**src/rtl/qbus_pkg.sv**
```systemverilog
// qbus_pkg: shared types and constants for the Qbus DMA master.
//   state_t     - bus-master sequencer states
//   cmd_t       - registered command payload (write flag, address, write data)
//   DEF_*       - default bus timing in clocks
//   IOPAGE_MASK - I/O page decode (top 8 KB of the 22-bit space)
package qbus_pkg;

   localparam int unsigned ADDR_W = 22;
   localparam int unsigned DATA_W = 16;

   localparam int unsigned DEF_T_ASET = 8;
   localparam int unsigned DEF_T_AHLD = 6;
   localparam int unsigned DEF_T_DSET = 8;
   localparam int unsigned DEF_T_DSKW = 4;
   localparam int unsigned DEF_TMO    = 1000;

   localparam logic [ADDR_W-1:0] IOPAGE_MASK = 22'o17760000;

   typedef enum logic [3:0] {
      ST_IDLE, ST_REQ, ST_GRANT, ST_ADDR, ST_SYNC,
      ST_DATA, ST_RPLY, ST_TERM, ST_REL
   } state_t;

   typedef struct packed {
      logic              write;
      logic [ADDR_W-1:0] addr;
      logic [DATA_W-1:0] wdata;
   } cmd_t;

   // True when the address falls in the I/O page (drives BBS7).
   function automatic logic is_iopage(input logic [ADDR_W-1:0] a);
      return (a & IOPAGE_MASK) == IOPAGE_MASK;
   endfunction

endpackage

```
**src/rtl/qbus_sync.sv**
```systemverilog
// qbus_sync: two-flop synchronizer for active-low bus lines.
//   clock, reset - system clock, async active-high reset
//   d            - asynchronous input vector
//   q            - synchronized output; resets to the negated level (all ones)
module qbus_sync #(
   parameter int unsigned W = 1
) (
   input  logic         clock,
   input  logic         reset,
   input  logic [W-1:0] d,
   output logic [W-1:0] q
);

   logic [W-1:0] meta;

   always_ff @(posedge clock or posedge reset) begin
      if (reset) begin
         meta <= '1;
         q    <= '1;
      end else begin
         meta <= d;
         q    <= meta;
      end
   end

endmodule

```
**src/rtl/qbus_dma_master.sv**
```systemverilog
// qbus_dma_master: single-word DMA bus master for the Qbus.
//   clock, reset        - system clock, async active-high reset
//   cmd_*               - command handshake (accepted only in IDLE)
//   rsp_*               - one-clock completion pulse with read data / error
//   BDALf_IN            - inverted-sense BDAL receivers
//   BDALf_OUT/OE, Outbound - true-sense BDAL drive and enables
//   BSYNCf..BINITf      - active-low bus inputs (synchronized internally)
//   BDMRg..BDMGOg       - active-high gate drives
// Build option: define QBUS_DMA_TIMEOUT_EN to enable the reply timeout
// (non-existent memory reported through rsp_err).
module qbus_dma_master
   import qbus_pkg::*;
#(
   parameter int unsigned T_ASET = DEF_T_ASET,
   parameter int unsigned T_AHLD = DEF_T_AHLD,
   parameter int unsigned T_DSET = DEF_T_DSET,
   parameter int unsigned T_DSKW = DEF_T_DSKW,
   parameter int unsigned TMO    = DEF_TMO
) (
   input  logic              clock,
   input  logic              reset,
   input  logic              cmd_valid,
   output logic              cmd_ready,
   input  logic              cmd_write,
   input  logic [ADDR_W-1:0] cmd_addr,
   input  logic [DATA_W-1:0] cmd_wdata,
   output logic              rsp_valid,
   output logic [DATA_W-1:0] rsp_rdata,
   output logic              rsp_err,
   input  logic [ADDR_W-1:0] BDALf_IN,
   output logic [ADDR_W-1:0] BDALf_OUT,
   output logic [ADDR_W-1:0] BDALf_OE,
   output logic              Outbound,
   input  logic              BSYNCf,
   input  logic              BRPLYf,
   input  logic              BDMGIf,
   input  logic              BINITf,
   output logic              BDMRg,
   output logic              BSACKg,
   output logic              BSYNCg,
   output logic              BDINg,
   output logic              BDOUTg,
   output logic              BWTBTg,
   output logic              BBS7g,
   output logic              BDMGOg
);

   localparam int unsigned SYNC_W = DATA_W + 4;
   localparam int unsigned CNT_W  = $clog2(T_ASET + T_AHLD + T_DSET + T_DSKW + TMO + 1);

   logic [SYNC_W-1:0] sync_q;
   logic              bsync_h, rply_h, dmgi_h, init_h;
   logic [DATA_W-1:0] bdal_s;
   logic              unused_bits;

   state_t            state_q, state_d;
   logic [CNT_W-1:0]  cnt_q, cnt_d;
   cmd_t              cmd_q, cmd_d;
   logic              seen_q, seen_d;
   logic [DATA_W-1:0] rdata_d;
   logic              addr_phase, wdata_phase;

   logic              cmd_ready_d, rsp_valid_d, outbound_d;
   logic [ADDR_W-1:0] dal_out_d, dal_oe_d;
   logic              dmr_d, sack_d, bsync_d, din_d, dout_d, wtbt_d, bbs7_d, dmgo_d;

   // Bus inputs, including read data, cross into the clock domain here.
   qbus_sync #(.W(SYNC_W)) u_sync (
      .clock (clock),
      .reset (reset),
      .d     ({BDALf_IN[DATA_W-1:0], BINITf, BDMGIf, BRPLYf, BSYNCf}),
      .q     (sync_q)
   );

   assign bsync_h = sync_q[0];
   assign rply_h  = sync_q[1];
   assign dmgi_h  = sync_q[2];
   assign init_h  = sync_q[3];
   assign bdal_s  = sync_q[SYNC_W-1:4];

   // Address bit 0 is forced low; BDAL<21:16> carry no read data.
   assign unused_bits = ^{cmd_addr[0], BDALf_IN[ADDR_W-1:DATA_W]};

`ifdef QBUS_DMA_TIMEOUT_EN
   logic err_q, err_d, rsp_err_d;
`endif

   // Next state, counters and next values of the registered outputs.
   always_comb begin
      state_d = state_q;
      cnt_d   = cnt_q;
      cmd_d   = cmd_q;
      seen_d  = seen_q;
      rdata_d = rsp_rdata;
`ifdef QBUS_DMA_TIMEOUT_EN
      err_d   = err_q;
`endif

      case (state_q)
         ST_IDLE: begin
            if (cmd_valid && cmd_ready && init_h) begin
               cmd_d.write = cmd_write;
               cmd_d.addr  = {cmd_addr[ADDR_W-1:1], 1'b0};
               cmd_d.wdata = cmd_wdata;
               state_d     = ST_REQ;
`ifdef QBUS_DMA_TIMEOUT_EN
               err_d       = 1'b0;
`endif
            end
         end
         ST_REQ: begin
            if (!dmgi_h) state_d = ST_GRANT;
         end
         ST_GRANT: begin
            // Previous master must have fully released SYNC and RPLY.
            if (bsync_h && rply_h) begin
               state_d = ST_ADDR;
               cnt_d   = '0;
            end
         end
         ST_ADDR: begin
            if (cnt_q == CNT_W'(T_ASET - 1)) begin
               state_d = ST_SYNC;
               cnt_d   = '0;
            end else cnt_d = cnt_q + CNT_W'(1);
         end
         ST_SYNC: begin
            if (cnt_q == CNT_W'(T_AHLD - 1)) begin
               state_d = ST_DATA;
               cnt_d   = '0;
            end else cnt_d = cnt_q + CNT_W'(1);
         end
         ST_DATA: begin
            // Reads move on at once; writes hold data for the setup time.
            if (!cmd_q.write || cnt_q == CNT_W'(T_DSET - 1)) begin
               state_d = ST_RPLY;
               cnt_d   = '0;
               seen_d  = 1'b0;
            end else cnt_d = cnt_q + CNT_W'(1);
         end
         ST_RPLY: begin
            if (seen_q) begin
               if (cnt_q == CNT_W'(T_DSKW - 1)) begin
                  state_d = ST_TERM;
                  cnt_d   = '0;
                  if (!cmd_q.write) rdata_d = ~bdal_s;
               end else cnt_d = cnt_q + CNT_W'(1);
            end else if (!rply_h) begin
               seen_d = 1'b1;
               cnt_d  = '0;
            end
`ifdef QBUS_DMA_TIMEOUT_EN
            else if (cnt_q == CNT_W'(TMO - 1)) begin
               state_d = ST_REL;
               cnt_d   = '0;
               err_d   = 1'b1;
            end else cnt_d = cnt_q + CNT_W'(1);
`endif
         end
         ST_TERM: begin
            if (rply_h) state_d = ST_REL;
         end
         ST_REL:  state_d = ST_IDLE;
         default: state_d = ST_IDLE;
      endcase

      // Bus init overrides everything and drops the transfer silently.
      if (!init_h) begin
         state_d = ST_IDLE;
         cnt_d   = '0;
         seen_d  = 1'b0;
         rdata_d = rsp_rdata;
      end

      addr_phase  = (state_d == ST_ADDR) || (state_d == ST_SYNC);
      wdata_phase = cmd_d.write && (state_d inside {ST_DATA, ST_RPLY, ST_TERM});

      cmd_ready_d = (state_d == ST_IDLE) && init_h;
      dmgo_d      = (state_d == ST_IDLE) && !dmgi_h;
      dmr_d       = (state_d == ST_REQ);
      sack_d      = state_d inside {ST_GRANT, ST_ADDR, ST_SYNC, ST_DATA, ST_RPLY, ST_TERM};
      bsync_d     = state_d inside {ST_SYNC, ST_DATA, ST_RPLY, ST_TERM};
      din_d       = !cmd_d.write && (state_d inside {ST_DATA, ST_RPLY});
      dout_d      = cmd_d.write && (state_d == ST_RPLY);
      wtbt_d      = addr_phase && cmd_d.write;
      bbs7_d      = addr_phase && is_iopage(cmd_d.addr);
      rsp_valid_d = (state_d == ST_REL);

      dal_out_d = '0;
      dal_oe_d  = '0;
      if (addr_phase) begin
         dal_out_d = cmd_d.addr;
         dal_oe_d  = '1;
      end else if (wdata_phase) begin
         dal_out_d = {{(ADDR_W - DATA_W){1'b0}}, cmd_d.wdata};
         dal_oe_d  = '1;
      end
      outbound_d = |dal_oe_d;

`ifdef QBUS_DMA_TIMEOUT_EN
      rsp_err_d = rsp_valid_d && err_d;
`endif
   end

   // State, counters and registered outputs.
   always_ff @(posedge clock or posedge reset) begin
      if (reset) begin
         state_q   <= ST_IDLE;
         cnt_q     <= '0;
         cmd_q     <= '0;
         seen_q    <= 1'b0;
         cmd_ready <= 1'b1;
         rsp_valid <= 1'b0;
         rsp_rdata <= '0;
         BDALf_OUT <= '0;
         BDALf_OE  <= '0;
         Outbound  <= 1'b0;
         BDMRg     <= 1'b0;
         BSACKg    <= 1'b0;
         BSYNCg    <= 1'b0;
         BDINg     <= 1'b0;
         BDOUTg    <= 1'b0;
         BWTBTg    <= 1'b0;
         BBS7g     <= 1'b0;
         BDMGOg    <= 1'b0;
      end else begin
         state_q   <= state_d;
         cnt_q     <= cnt_d;
         cmd_q     <= cmd_d;
         seen_q    <= seen_d;
         cmd_ready <= cmd_ready_d;
         rsp_valid <= rsp_valid_d;
         rsp_rdata <= rdata_d;
         BDALf_OUT <= dal_out_d;
         BDALf_OE  <= dal_oe_d;
         Outbound  <= outbound_d;
         BDMRg     <= dmr_d;
         BSACKg    <= sack_d;
         BSYNCg    <= bsync_d;
         BDINg     <= din_d;
         BDOUTg    <= dout_d;
         BWTBTg    <= wtbt_d;
         BBS7g     <= bbs7_d;
         BDMGOg    <= dmgo_d;
      end
   end

`ifdef QBUS_DMA_TIMEOUT_EN
   // Non-existent-memory flag and its report.
   always_ff @(posedge clock or posedge reset) begin
      if (reset) begin
         err_q   <= 1'b0;
         rsp_err <= 1'b0;
      end else begin
         err_q   <= err_d;
         rsp_err <= rsp_err_d;
      end
   end
`else
   assign rsp_err = 1'b0;
`endif

endmodule

```
**config.mk**
```make
export PLATFORM = sky130hd
export DESIGN_NAME = qbus_dma_master
export DESIGN_NICKNAME = d
export VERILOG_FILES = /design/src/rtl/qbus_pkg.sv /design/src/rtl/qbus_sync.sv /design/src/rtl/qbus_dma_master.sv
export SDC_FILE = /design/constraint.sdc
export NUM_CORES = 1
export LEC_CHECK = 0
export CORE_MARGIN = 2
export CORE_UTILIZATION = 50
export DETAILED_ROUTE_END_ITERATION = 16
export GPL_TIMING_DRIVEN = 0
export PLACE_DENSITY_LB_ADDON = 0.1
export SYNTH_ARGS = -nofsm -noshare
export SYNTH_HDL_FRONTEND = slang
export SYNTH_SLANG_ARGS = --single-unit
```
**constraint.sdc**
```tcl
create_clock -name clock -period 13 [get_ports clock]
set_clock_uncertainty 0.1 [all_clocks]
set_input_delay 1.95 -clock clock [delete_from_list [all_inputs] [get_ports clock]]
set_output_delay 1.95 -clock clock [all_outputs]
set_load 0.05 [all_outputs]
```
Word level (Yosys, flattened, before mapping) --
Index checks and enable logic that the tools add are counted.
Storage, ports and cells: memories 0, bits in writable memories 0, word-level logic and storage cells 105, flip-flop bits (word level) 166, ROM bits 0, input port bits 68, bits in latches 0
Operators by class: divide/modulo/power cells 0, reduce and logical (&&, ||, !) cells 25, $mul 0, bitwise gates (word level) 2, $add $sub $neg 1, mux-type cells 31, $lt $le $gt $ge 0, equal/unequal tests 24, shift-type cells 0
Operators by type and width (count):
- $mux W11 | 8
- $mux W39 | 2
- $mux W22 | 3
- $pmux W11 S5 | 1
- $mux W4 | 10
- $eq A4 B3 Y1 const B | 8
- $pmux W4 S8 | 1
- $eq A11 B3 Y1 const B | 2
- $reduce_or A22 Y1 | 1
- $eq A4 B2 Y1 const B | 4
- $mux W16 | 1
- $not A16 Y16 | 1
- $add A11 B1 Y11 const B | 1
- $eq A11 B2 Y1 const B | 1
- $logic_and A1 B1 Y1 | 10
- $eq A9 B9 Y1 const B | 1
- $ne A3 B3 Y1 const B | 3
- $eq A4 B1 Y1 const B | 2
- $logic_not A4 Y1 | 2
- $ne A6 B6 Y1 const B | 1
- $reduce_bool A6 Y1 | 1
- $reduce_and A5 Y1 | 1
- $eq A4 B4 Y1 const B | 1
- $mux W1 | 4
- 10 further kinds | 13

Logic depth before layout (Yosys ltp) --
word-level depth 11, mapped depth 9, depth with buffers taken out 8

Hierarchy --
From an unflattened synthesis, not the netlist that was laid out.
Second synthesis, totals: cells, all modules 462, area total of the unflattened synthesis 5729.2 µm²
By module, submodules not included:
- qbus_dma_master | cells an instance 421, area each 4674.5 µm², instances 1
- qbus_sync | cells an instance 41, area each 1054.8 µm², instances 1

Least setup slack after synthesis --
OpenSTA, ideal clock, no wires.
path type input to register, start input cmd_valid, end register BDALf_OUT[4], arrival 3405 ps, path buffers 1, path slack 9362 ps, cell stages on the path 7, path through nand3_1 o21ai_0 and3_1 o41ai_4 mux2i_2 buf_6 o22ai_1
On the way: longest elaborated chain between the ends 10, elaborated cells between the ends (all ways) 17, those cells by class eq/ne (5); mux (7); reduce/logical (5)
RTL lines:
- start, declared | RTL line qbus_dma_master.sv:22 | input logic cmd_valid,
- $logic_and A1 B1 Y1 * (2 in series) | RTL line qbus_dma_master.sv:101 | if (cmd_valid && cmd_ready && init_h) begin
- $mux W4 | RTL line qbus_dma_master.sv:101
- $pmux W4 S8 | RTL line qbus_dma_master.sv:99 | case (state_q)
- $mux W4 | RTL line qbus_dma_master.sv:168 | if (!init_h) begin
- $eq A4 B3 Y1 | RTL line qbus_dma_master.sv:176 | wdata_phase = cmd_d.write && (state_d inside {ST_DATA, ST_RPLY, ST_TERM});
- $reduce_bool A3 Y1 | RTL line qbus_dma_master.sv:176
- $logic_and A1 B1 Y1 | RTL line qbus_dma_master.sv:176
- $mux W16 | RTL line qbus_dma_master.sv:194 | end else if (wdata_phase) begin
- $mux W22 * | RTL line qbus_dma_master.sv:191 | if (addr_phase) begin
- via dal_out_d[4] | RTL line qbus_dma_master.sv:64 | logic [ADDR_W-1:0] dal_out_d, dal_oe_d;
- end signal, assigned | RTL line qbus_dma_master.sv:234 | BDALf_OUT <= dal_out_d;
- end, declared | RTL line qbus_dma_master.sv:31 | output logic [ADDR_W-1:0] BDALf_OUT,
The timed path passes the listed nets; every way through them passes the cells marked *. A chain may end at the register's enable or synchronous reset.

==> impl_metrics.toml <==
[floorplan]
die_w_um = 111
dieHeight_um = 111
coreArea_um2 = 11300
rows = 39
dieArea_um2 = 12300
start_util_pct = 50.6
ios = 140

[finish]
fillers = 837
final_nets = 696
mostFrequentLayoutCells = "clkdlybuf4s50_1 (131), dfrtp_1 (103), nand2_1 (47), inv_1 (43), dfstp_2 (41)"
drive_gt1_share_pct = 18.9
mostFrequentLayoutCell = "clkdlybuf4s50_1"
seqCellArea_um2 = 3650
multiInputGateArea_um2 = 1630
instances_no_fill = 782
syn2layout_area_growth_pct = 37.0
diodes = 0

[global_route]
grtUsageMet1_pct = 27.2
gr-total-overflow = 0
busiest_layer = "met2"
grt_use_total_pct = 21.1
grt_pass1_wl_um = 20300
grt_max_degree = 84
grt_antenna_before_repair = 0
use_met3_pct = 7.49
use_met2_pct = 32.6
grt_pass1_vias = 4109

[placement]
numPortBuffers = 131
place_inst = 750
hpwl_um = 8530
finalWeightedCongestion = 0.899

[yosys]
ys_async_sr_fraction_pct = 100
synth.distinct_cells = 55
netlist_area_um2 = 5700
avgSynthCellArea_um2 = 12.0
synthCells = 475
ys_seq_area_share_pct = 64.1
synth-main-ff-cell = "dfrtp_1"
synth_nets = 545
synth-edff-count = 0
synth_seq_cells = 144
synth_warnings = 0

[sta]
hold_viol_final = 0
tightest_slew_ns = 1.21
post-route-period-util_pct = 32.7
fin_crit_ns = 4.25
slew_headroom_pct = 18.5
setup_viol = 0
clock.fmax_mhz = 235
setup_tns_ns = 0
rsz0062_at_grt = "false"
drv_slew = 0

[detailed_routing]
totalWireLength_um = 12200
drtIter0Drc = 238
wl_per_cell_um = 15.6
vias = 4012
dr.pass1.iters = 5
post-route-drc-count = 0
viasPerCell = 5.13
ant_nets = 0

[cts]
cts_sinks = 144
htreeDepth = 4
cts_tree = "yes"
post_cts_resized = 0
cts_buffer_depth = 2
ctsHoldBuffers = 0
clock_latency_ns = 0.42
cts_setup_buffers = 0
cts-root-buf = "clkbuf_16"
cts_buffers = 17
path_clk_slew_ns = 0.06

[status]
run_status = "finished clean"

[power_and_ir_drop]
peakVddDrop_mv = 0.119
power.density_nw_per_um2 = 143
p_leak_nw = 3.69

[critical_path]
critPathLaunchType = "flip-flop"
worst-endpoint-required_ns = 10.95
crit_arrival_ns = 2.20
crit_fanout = 23
path_class = "reg2out"
cp-end-kind = "primary output"

[min_path]
hold_path_class = "reg2reg"

[flow_run]
max_cap_viol_count = 0
cell usage after synthesis (all sizes together), types with 2 or more instances:
cell    instances  area share (%)
o211ai          2            0.26
buf            29             3.7
nand3          11            0.97
a21oi          14             1.2
a31oi           3            0.33
o21ai          28             2.5
nor4           10             1.4
nor2           13            0.90
nand2b          4            0.44
inv            44             2.9
o41ai           2            0.64
nand2          47             3.1
a211o           2            0.31
or3b            2            0.31
nand4           2            0.22
a21o            6            0.79
xnor2           3            0.46
dfrtp         103              45
nor2b           2            0.22
nand3b          4            0.53
clkbuf         12            0.79
ha              2            0.44
nor3b           2            0.26
mux2i          34             6.0
o22ai          17             2.7
o21a            2            0.26
or4             4            0.66
dfstp          41              19
nor3           13             1.1
and3            2            0.22
final cells by class:
| type | count | area share [%] |
|---|---|---|
| well taps | 143 | 2.29 |
| inverters | 44 | 2.18 |
| plain buffers | 41 | 3.30 |
| repair buffers | 132 | 17.1 |
| clock buffers | 20 | 5.84 |
| clock inverters | 12 | 1.71 |
| flip-flops and latches | 144 | 46.8 |
| multi-input cells | 246 | 20.8 |
metal layers:
layer / up-vias / wire length [um]
met5: - / 0
met4: 0 / 196
met3: 14 / 943
met2: 156 / 5650
met1: 1937 / 5410
li1: 1905 / -
cell families (layout without fill, tap and decap cells):
family / Yosys count / in the layout / share of synthesized area, %
compound gates: 83 / 83 / 10.2
xor+xnor: 3 / 3 / 0.461
fa+ha+maj: 2 / 2 / 0.439
buf+inv: 85 / 249 / 7.41
flops: 144 / 144 / 64.1
mux: 35 / 35 / 6.23
other cells: 1 / 1 / 0.0657
simple gates: 122 / 122 / 11.1
registers in the layout (all words and copies together) (netlist names):
| signal | cells |
|---|---|
| BBS7g | 1 |
| BDALf_OE | 1 |
| BDALf_OUT | 22 |
| BDINg | 1 |
| BDMGOg | 1 |
| BDMRg | 1 |
| BDOUTg | 1 |
| BSACKg | 1 |
| BSYNCg | 1 |
| BWTBTg | 1 |
| cmd_q | 39 |
| cmd_ready | 1 |
| cnt_q | 11 |
| rsp_rdata | 16 |
| rsp_valid | 1 |
| seen_q | 1 |
| state_q | 4 |
| u_sync.meta | 20 |
| u_sync.q | 20 |
worst paths after layout:
kind | startpoint | to | slack [ns] | cells past startpoint
min in group asynchronous | reset | rsp_rdata[12] | 1.87 | 2
worst max register to register | cnt_q[7] | BDALf_OUT[5] | 9.88 | 7
max in group asynchronous | reset | u_sync.meta[12] | 10.13 | 3
worst max-delay path | BDALf_OE[20] | BDALf_OE[18] | 8.75 | 2
worst min-delay path | u_sync.meta[5] | u_sync.q[5] | 0.25 | 0
worst min register to register | u_sync.meta[5] | u_sync.q[5] | 0.25 | 0
critical path, stage by stage (launching register included):
cell	delay (ns)
dfrtp_1	0.76
buf_4	0.22
clkdlybuf4s50_1	0.80
report_power, final:
group          internal, mW  switching [mW]
combinational        0.0524          0.0714
clock                 0.294           0.181
sequential            0.501          0.0173
stage by stage:
stage                     cell area [um^2]  setup WS [ns]  util, %  power, mW  hold WS, ns
final                                 7820           8.75     69.4       1.12        0.252
after global routing                  7820           8.62     69.4       1.17        0.257
after CTS                             7820           8.70     69.4       1.13        0.254
after detailed placement              7230           8.44     64.1      0.649        0.247
after global placement                7190           5.41     63.8      0.641        0.245
after floorplan                       5700           7.15        -      0.602        0.245
(Power assumes the default switching activity.)
